$ cat config.mk
export PLATFORM = sky130hd
export DESIGN_NAME = fifo_wr_arbiter_flat
export DESIGN_NICKNAME = d
export VERILOG_FILES = /design/src/rtl/fifo_arb_pkg.sv /design/src/rtl/fifo_wr_arbiter_if.sv /design/src/rtl/fifo_wr_arbiter_rr_pick.sv /design/src/rtl/fifo_wr_arbiter.sv /design/src/flat_wrapper.sv
export SDC_FILE = /design/constraint.sdc
export NUM_CORES = 1
export LEC_CHECK = 0
export ABC_CLOCK_PERIOD_IN_PS = 2900
export CORE_UTILIZATION = 31
export CTS_BUF_LIST = sky130_fd_sc_hd__clkbuf_8
export DETAILED_ROUTE_END_ITERATION = 10
export PLACE_DENSITY_LB_ADDON = 0.12
export SETUP_SLACK_MARGIN = 0.2
export SLEW_MARGIN = 30
export SYNTH_ARGS = -nofsm -noshare
export SYNTH_HDL_FRONTEND = slang
export SYNTH_SLANG_ARGS = --single-unit
export TNS_END_PERCENT = 1
$ cat constraint.sdc
create_clock -name clk -period 2.9 [get_ports clk]
set_input_delay 0.58 -clock clk [delete_from_list [all_inputs] [get_ports clk]]
set_output_delay 0.58 -clock clk [all_outputs]
set_load 0.01 [all_outputs]
$ cat src/rtl/fifo_arb_pkg.sv
// Shared types, constants and helpers for the FIFO write-port arbiter.
// Holds the arbiter state encoding, default parameter values and clog2.
package fifo_arb_pkg;

  typedef enum logic [0:0] {
    IDLE  = 1'b0,
    GRANT = 1'b1
  } arb_state_e;

  localparam int DEF_WIDTH    = 32;
  localparam int DEF_NREQ     = 4;
  localparam int DEF_MAXBURST = 8;

  // Ceiling log2 with a floor of 1 so index vectors are never zero-width.
  function automatic int clog2(input int value);
    int r;
    r = 0;
    while ((32'sd1 <<< r) < value) begin
      r = r + 1;
    end
    return (r < 1) ? 1 : r;
  endfunction

endpackage

$ cat src/rtl/fifo_wr_arbiter_if.sv
// Requester/FIFO-side bus of the write arbiter.
// slave = arbiter view, master = requesters plus FIFO view.
interface fifo_wr_arbiter_if
  import fifo_arb_pkg::*;
#(
  parameter int WIDTH = DEF_WIDTH,
  parameter int NREQ  = DEF_NREQ
);
  localparam int GW = clog2(NREQ);

  logic [NREQ-1:0]       req_valid;
  logic [NREQ*WIDTH-1:0] req_data;
  logic [NREQ-1:0]       req_last;
  logic [NREQ-1:0]       req_ready;
  logic [WIDTH-1:0]      wdata;
  logic                  wpush;
  logic                  wfull;
  logic [GW-1:0]         gnt_id;
  logic                  busy;
  logic                  forced_rel;

  modport slave (
    input  req_valid, req_data, req_last, wfull,
    output req_ready, wdata, wpush, gnt_id, busy, forced_rel
  );

  modport master (
    output req_valid, req_data, req_last, wfull,
    input  req_ready, wdata, wpush, gnt_id, busy, forced_rel
  );

endinterface

$ cat src/rtl/fifo_wr_arbiter_rr_pick.sv
// Combinational circular first-one search: lowest set bit of req at or
// after rr_ptr, wrapping past NREQ-1 back to 0.
module rr_pick
  import fifo_arb_pkg::*;
#(
  parameter int NREQ = DEF_NREQ,
  parameter int GW   = clog2(NREQ)
) (
  input  logic [NREQ-1:0] req,
  input  logic [GW-1:0]   rr_ptr,
  output logic [GW-1:0]   idx,
  output logic            found
);
  localparam int SW = GW + 1;

  logic [SW-1:0] sum_s;
  logic [GW-1:0] cand_s;

  // rr_ptr is always below NREQ, so a single conditional subtract wraps.
  always_comb begin
    idx    = '0;
    found  = 1'b0;
    sum_s  = '0;
    cand_s = '0;
    for (int k = 0; k < NREQ; k++) begin
      sum_s = {1'b0, rr_ptr} + SW'(k);
      if (sum_s >= SW'(NREQ)) begin
        cand_s = GW'(sum_s - SW'(NREQ));
      end else begin
        cand_s = GW'(sum_s);
      end
      if (!found && req[cand_s]) begin
        found = 1'b1;
        idx   = cand_s;
      end else begin
        found = found;
      end
    end
  end

endmodule

$ cat src/rtl/fifo_wr_arbiter.sv
// Round-robin arbiter that lets NREQ packet sources share one FIFO write
// port, holding each grant until last, or until MAXBURST beats have gone.
module fifo_wr_arbiter
  import fifo_arb_pkg::*;
#(
  parameter int WIDTH    = DEF_WIDTH,
  parameter int NREQ     = DEF_NREQ,
  parameter int MAXBURST = DEF_MAXBURST
) (
  input  logic             clk,
  input  logic             rst,
  fifo_wr_arbiter_if.slave bus
);
  localparam int GW = clog2(NREQ);
  localparam int CW = clog2(MAXBURST + 1);

  arb_state_e    state_q, state_d;
  logic [GW-1:0] rr_ptr_q, rr_ptr_d;
  logic [GW-1:0] gnt_id_q, gnt_id_d;
  logic [CW-1:0] cnt_q, cnt_d;
  logic          forced_rel_q, forced_rel_d;

  logic [GW-1:0]    pick_idx_s;
  logic             pick_found_s;
  logic [NREQ-1:0]  req_ready_s;
  logic [WIDTH-1:0] wdata_s;
  logic             wpush_s;
  logic             owner_last_s;

  rr_pick #(.NREQ(NREQ), .GW(GW)) u_pick (
    .req    (bus.req_valid),
    .rr_ptr (rr_ptr_q),
    .idx    (pick_idx_s),
    .found  (pick_found_s)
  );

  // Next-state and bus outputs; a release happens on last or on the beat
  // that brings the count to MAXBURST (cnt_q still holds the old count).
  always_comb begin
    state_d      = state_q;
    rr_ptr_d     = rr_ptr_q;
    gnt_id_d     = gnt_id_q;
    cnt_d        = cnt_q;
    forced_rel_d = 1'b0;
    req_ready_s  = '0;
    wdata_s      = '0;
    wpush_s      = 1'b0;
    owner_last_s = bus.req_last[gnt_id_q];
    case (state_q)
      IDLE: begin
        if (pick_found_s) begin
          state_d  = GRANT;
          gnt_id_d = pick_idx_s;
        end else begin
          state_d  = IDLE;
        end
      end
      GRANT: begin
        req_ready_s[gnt_id_q] = ~bus.wfull;
        wdata_s = bus.req_data[int'(gnt_id_q) * WIDTH +: WIDTH];
        wpush_s = bus.req_valid[gnt_id_q] & ~bus.wfull;
        if (wpush_s) begin
          if (owner_last_s || (cnt_q == CW'(MAXBURST - 1))) begin
            state_d      = IDLE;
            cnt_d        = '0;
            forced_rel_d = ~owner_last_s;
            if (gnt_id_q == GW'(NREQ - 1)) begin
              rr_ptr_d = '0;
            end else begin
              rr_ptr_d = gnt_id_q + GW'(1);
            end
          end else begin
            cnt_d = cnt_q + CW'(1);
          end
        end else begin
          cnt_d = cnt_q;
        end
      end
      default: begin
        state_d = IDLE;
      end
    endcase
  end

  // State register with synchronous reset.
  always_ff @(posedge clk) begin
    if (rst) begin
      state_q      <= IDLE;
      rr_ptr_q     <= '0;
      gnt_id_q     <= '0;
      cnt_q        <= '0;
      forced_rel_q <= 1'b0;
    end else begin
      state_q      <= state_d;
      rr_ptr_q     <= rr_ptr_d;
      gnt_id_q     <= gnt_id_d;
      cnt_q        <= cnt_d;
      forced_rel_q <= forced_rel_d;
    end
  end

  assign bus.req_ready  = req_ready_s;
  assign bus.wdata      = wdata_s;
  assign bus.wpush      = wpush_s;
  assign bus.gnt_id     = gnt_id_q;
  assign bus.busy       = (state_q == GRANT);
  assign bus.forced_rel = forced_rel_q;

endmodule

$ cat src/flat_wrapper.sv
// flat-port wrapper written by rule: the top's interface ports become plain ports
module fifo_wr_arbiter_flat import fifo_arb_pkg::*;
#(
  parameter int WIDTH    = DEF_WIDTH,
  parameter int NREQ     = DEF_NREQ,
  parameter int MAXBURST = DEF_MAXBURST
)
  (clk, rst, bus_req_valid, bus_req_data, bus_req_last, bus_wfull, bus_req_ready, bus_wdata, bus_wpush, bus_gnt_id, bus_busy, bus_forced_rel);
  fifo_wr_arbiter_if #(.WIDTH(WIDTH), .NREQ(NREQ)) bus_i ();
  input  logic clk;
  input  logic rst;
  input wire logic [$bits(bus_i.req_valid)-1:0] bus_req_valid;
  input wire logic [$bits(bus_i.req_data)-1:0] bus_req_data;
  input wire logic [$bits(bus_i.req_last)-1:0] bus_req_last;
  input wire logic [$bits(bus_i.wfull)-1:0] bus_wfull;
  output wire logic [$bits(bus_i.req_ready)-1:0] bus_req_ready;
  output wire logic [$bits(bus_i.wdata)-1:0] bus_wdata;
  output wire logic [$bits(bus_i.wpush)-1:0] bus_wpush;
  output wire logic [$bits(bus_i.gnt_id)-1:0] bus_gnt_id;
  output wire logic [$bits(bus_i.busy)-1:0] bus_busy;
  output wire logic [$bits(bus_i.forced_rel)-1:0] bus_forced_rel;
  assign bus_i.req_valid = bus_req_valid;
  assign bus_i.req_data = bus_req_data;
  assign bus_i.req_last = bus_req_last;
  assign bus_i.wfull = bus_wfull;
  assign bus_req_ready = bus_i.req_ready;
  assign bus_wdata = bus_i.wdata;
  assign bus_wpush = bus_i.wpush;
  assign bus_gnt_id = bus_i.gnt_id;
  assign bus_busy = bus_i.busy;
  assign bus_forced_rel = bus_i.forced_rel;
  fifo_wr_arbiter #(.WIDTH(WIDTH), .NREQ(NREQ), .MAXBURST(MAXBURST)) u_core (.clk(clk), .rst(rst), .bus(bus_i));
endmodule
Yosys cells after proc, flatten, opt, wreduce, memory -nomap -nowiden
Index checks and enable logic that the tools add are counted.
{"block": "totals", "latchBits": 0, "ff_bits": 10, "mem_count": 0, "inputBits": 139, "mem_bits_rw": 0, "output_inout_bits": 41, "romBits": 0, "elab_cells": 81}
{"block": "classes", "addsub": 9, "div_mod_pow": 0, "n_mul": 0, "shift": 1, "eq_ne": 2, "bitwise": 7, "order_cmp": 10, "reduce_logical": 12, "muxes": 35}
{"operator": "128-bit by 8-bit variable part select with 32-bit output", "count": 1}
{"operator": "32-bit two-way mux", "count": 1}
{"operator": "2-bit two-way mux", "count": 9}
{"operator": "2-bit by 3-bit < comparator with 1-bit output, second input constant", "count": 5}
{"operator": "1-bit two-way mux", "count": 15}
{"operator": "1-bit binary-select mux with 2-bit select", "count": 6}
{"operator": "3-bit greater-or-equal comparator, second input constant", "count": 3}
{"operator": "4-bit two-way mux", "count": 2}
{"operator": "2-bit by 1-bit subtractor with 2-bit output, second input constant", "count": 4}
{"operator": "2-bit by 2-bit adder with 3-bit output, second input constant", "count": 2}
{"operator": "1-bit NOT", "count": 5}
{"operator": "4-bit by 1-bit adder with 4-bit output, second input constant", "count": 1}
{"operator": "4-bit AND", "count": 1}
{"operator": "4-bit by 3-bit == test with 1-bit output, second input constant", "count": 1}
{"operator": "1-bit logical AND", "count": 4}
{"operator": "2-bit AND reduction", "count": 2}
{"operator": "4-bit OR reduction", "count": 1}
{"operator": "2-bit by 1-bit adder with 3-bit output, second input constant", "count": 1}
{"operator": "2-bit by 3-bit greater-or-equal comparator with 1-bit output, second input constant", "count": 1}
{"operator": "1-bit zero test", "count": 3}
{"operator": "3-bit AND reduction", "count": 1}
{"operator": "2-bit by 1-bit adder with 2-bit output, second input constant", "count": 1}
{"operator": "1-bit demux with 2-bit select", "count": 1}
{"operator": "2-bit == test, second input constant", "count": 1}
{"operator": "other kinds (4)", "count": 4}

Logic depth before layout (Yosys ltp)
{"block": "logic_depth", "depth_word": 16, "mapped_depth": 6, "depth_no_buf": 5}

By module
Synthesis repeated with hierarchy kept, for this count alone.
{"block": "unflattened", "cells_unflattened": 151, "area_unflattened_um2": 1649.1}
{"module": "fifo_wr_arbiter", "area_each_um2": 1571.5, "cells_per_inst": 136, "instances": 1}
{"module": "rr_pick", "area_each_um2": 77.6, "cells_per_inst": 15, "instances": 1}

Worst setup path after synthesis
No wires, ideal clock.
{"block": "synth_path", "path_kind": "flip-flop to output port", "startpoint": "register u_core.gnt_id_q[0] (netlist: u_core.bus.gnt_id[0])", "endpoint": "output bus_wdata[10]", "t_arrival_ns": 1.596, "slack_ns": 0.724, "path_buffers": 2, "required_time_ns": 2.320, "stages_incl_launch_ff": 5, "path_cell_list": "dfxtp_1 -> buf_6 -> buf_2 -> mux4_2 -> and2_1"}
{"block": "synth_between", "elab_chain_len": 2}
{"item": "start, declared", "line": "fifo_wr_arbiter.sv:19", "source": "logic [GW-1:0] gnt_id_q, gnt_id_d;"}
{"item": "start signal, assigned", "line": "fifo_wr_arbiter.sv:96", "source": "gnt_id_q <= gnt_id_d;"}
{"item": "128-bit by 8-bit variable part select with 32-bit output", "line": "fifo_wr_arbiter.sv:60", "source": "wdata_s = bus.req_data[int'(gnt_id_q) * WIDTH +: WIDTH];"}
{"item": "32-bit two-way mux", "line": "fifo_wr_arbiter.sv:49", "source": "case (state_q)"}
{"item": "end, declared", "line": "flat_wrapper.sv:17", "source": "output wire logic [$bits(bus_i.wdata)-1:0] bus_wdata;"}
No other way between the ends.

Final worst setup path
{"block": "layout_path", "startpoint": "input bus_req_data[64]", "endpoint": "output bus_wdata[0]"}
{"block": "layout_between", "elab_chain_len": 2}
{"item": "start, declared", "line": "flat_wrapper.sv:13", "source": "input wire logic [$bits(bus_i.req_data)-1:0] bus_req_data;"}
{"item": "128-bit by 8-bit variable part select with 32-bit output", "line": "fifo_wr_arbiter.sv:60"}
{"item": "32-bit two-way mux", "line": "fifo_wr_arbiter.sv:49"}
No other way between the ends.

==> impl_metrics.ini <==
[floorplanning]
design.die.area_um2 = 5500
chipWidth_um = 74.2
pin_count = 180
vert_die_dim_um = 74.2
core_um2 = 4880
start_util_pct = 33.1
row_count = 25

[worst_setup_path]
ff2ff_path_depth = 4
critPathRequiredTime_ns = 2.32
r2r_start = u_core.bus.gnt_id[0]
r2r_end = u_core.rr_ptr_q[0]
cp_max_fo = 1
path_class = in2out
worstSetupEndpointType = output port
worst_setup_path_start_kind = input pin
cp_data_arrival_time_ns = 2.14
timing.reg2reg.setup_slack_ns = 1.07

[layout]
multi_input_comb_area_um2 = 1330
final_net_count = 475
layout-drive-gt1-share_pct = 14.3
fillers = 371
regArea_um2 = 205
areaGrowthSynthToFinish_pct = 121
num_antenna_cells = 0
final_cell_area_um2 = 3570

[clock_tree]
clock_latency_of_the_later_clocked_register_in_the_worst_skew_pair_ns = 0.24
max-clock-path-buffers = 2
htree_num_levels = 1
clockRootBuffer = clkbuf_8
tritoncts_num_sinks = 10
cts_buf_count = 3
cts_tree = done
clk_pin_slew_worst_paths_ns = 0.04

[logic_synthesis]
synthesis.area_um2 = 1610
synth.cells.most_frequent = and2_1 (37), mux4_2 (32), dfxtp_1 (10), a21oi_1 (8), nor2_1 (8)
post_synth_inst_count = 150
post_synth_xor_area_fraction_pct = 0
synth.most_common_cell = and2_1
synth.area.mux_share_pct = 49.1
postSynthAreaPerCell_um2 = 10.8
yosys.area_share.simple_pct = 22.1
share_of_the_synthesized_area_in_compound_gates_ao_oa_aoi_oai_pct = 7.44
netlist-cell-type-count = 29
synth-async-reset-ratio_pct = 0
yosys_warnings = 0
post-synth-top-area-fraction_pct = 44.7
synth-adder-area-share_pct = 3.88
yosysTopAreaCell = mux4_2
synth-seq-cells = 10
synth-main-ff-cell = dfxtp_1
combinational_family_with_the_most_area_after_synthesis = multiplexers
number_of_enable_flip_flop_cells_after_synthesis = 0
yosys-top-cells-area = mux4_2 (45%), and2_1 (14%), dfxtp_1 (12%)
synthesis.nets = 294
ys_seq_area_share_pct = 12.4

[place]
routabilityCongestion = 0.797
placement.io_buffers = 179
hpwlAfterDp_mm = 6.05
placedInstanceArea_um2 = 3530

[hold_path]
holdCritPathClass = reg2reg
worstHoldEndpoint = u_core.cnt_q[1]
min_from = u_core.cnt_q[1]
hold-path-cell-count = 2

[sta]
worstMarginPinSlew_ns = 0.554
report.final.hold_viol_count = 0
fmax_mhz = 368
fin_worst_skew_ns = 0.00109
fin_crit_sh_pct = 93.7
slew_violations = 0
grt_setup_unrepaired = yes
setup_viol_count_final = 0
finalCriticalPeriod_ns = 2.72
setup-tns-final_ns = 0
timing.slew.headroom_pct = 62.7

[power_and_ir_drop]
vdd_drop_max_v = 0.000223
power.density_cell_area_nw_per_um2 = 220
power.static_leakage_nw = 1.30

[detailed_routing]
wl_per_cell_um = 18.2
remaining_design_rule_violation_count = 0
pre_repair_dr_iteration_count = 4
drt_iter0_drc = 56
vias = 1997
finalWirelength_mm = 7.19
drtAntennaViolNets = 0
viasPerCell = 5.04

[flow_run]
drv_cap = 0

[global_routing]
first_global_vias = 1951
largest_net_degree_at_the_start_of_global_routing = 36
grt_pass1_wl_mm = 10.1
gr-total-overflow = 0
antenna_found_initial = 0
grt_use_total_pct = 24.8

[status]
run_status = finished, final reports clean
## through the flow
stage | util, % | hold slack, ns | power [W] | setup WS [ns] | cells
2_1_floorplan | - | 0.459 | 0.000339 | 0.724 | 150
3_3_place_gp | 72.3 | 0.480 | 0.000636 | 0.128 | 393
3_5_place_dp | 72.3 | 0.483 | 0.000649 | 0.111 | 393
4_1_cts | 73.2 | 0.491 | 0.000792 | 0.111 | 396
5_1_grt | 73.3 | 0.514 | 0.000826 | 0.128 | 396
6_report | 73.3 | 0.489 | 0.000786 | 0.183 | 396
## how the worst max path moves through the flow
stage / start / end
global placement: bus_req_valid[2] / bus_wpush
detailed placement: bus_req_data[63] / bus_wdata[31]
finish: bus_req_data[64] / bus_wdata[0]
floorplan: u_core.bus.gnt_id[0] / bus_wdata[10]
global route: bus_req_data[64] / bus_wdata[0]
CTS: bus_req_data[63] / bus_wdata[31]
## kinds of logic after synthesis
family	count (synthesis)
DFF	10
adders and majority gates	5
buffers and inverters	18
AOI/OAI and AO/OA	20
muxes	36
and+or+nand+nor	61
## layout make-up
class                      count  share of cell area [%]
clock buffer                   3                    1.16
inverter                       5                   0.525
multi-input combinational    122                    37.3
sequential                    10                    5.74
tap                           67                    2.35
timing repair buffer         189                    53.0
## routing by layer
metal	global-route usage, %	up-vias	wire length [um]
met3	4.88	17	572
met5	0	-	0
li1	-	942	-
met1	28.2	953	2700
met4	7.69	0	159
met2	46.4	85	3760
## critical path, cell delays in order
cell             delay [ns]
clkdlybuf4s50_1        0.42
mux4_1                 0.49
and2_1                 0.17
clkdlybuf4s50_1        0.47
## cell usage in the layout, fill, tap and decap left out, types with 3 or more instances in the layout
| cell | count |
|---|---|
| buf_4 | 8 |
| a21oi_1 | 8 |
| nor2b_1 | 4 |
| ha_1 | 5 |
| and2_1 | 37 |
| nand2_1 | 5 |
| o21ai_0 | 5 |
| clkbuf_8 | 3 |
| clkdlybuf4s50_1 | 177 |
| nor2_1 | 8 |
| dfxtp_1 | 8 |
| inv_1 | 5 |
| mux4_2 | 32 |
## state kept, by name, summed over array words and instances, names as in the netlist
register and count:
u_core.cnt_q 4, u_core.bus.gnt_id 2, u_core.rr_ptr_q 2, u_core.bus.busy 1, u_core.bus.forced_rel 1
## report_power, final
part / total (W) / switching (W) / internal [W]
Sequential: 0.000152 / 0.00000958 / 0.000142
Clock: 0.000143 / 0.0000520 / 0.0000906
Combinational: 0.000492 / 0.000142 / 0.000350
## timing repair
action                                  in CTS  in global routing
hold buffers                                 0                  0
hold endpoints to repair                     0                  0
endpoints found under the setup margin      31                 32
gates resized for setup                      1                  2
buffers inserted                             0                  0
No activity file was read; power rests on OpenSTA's default activity.
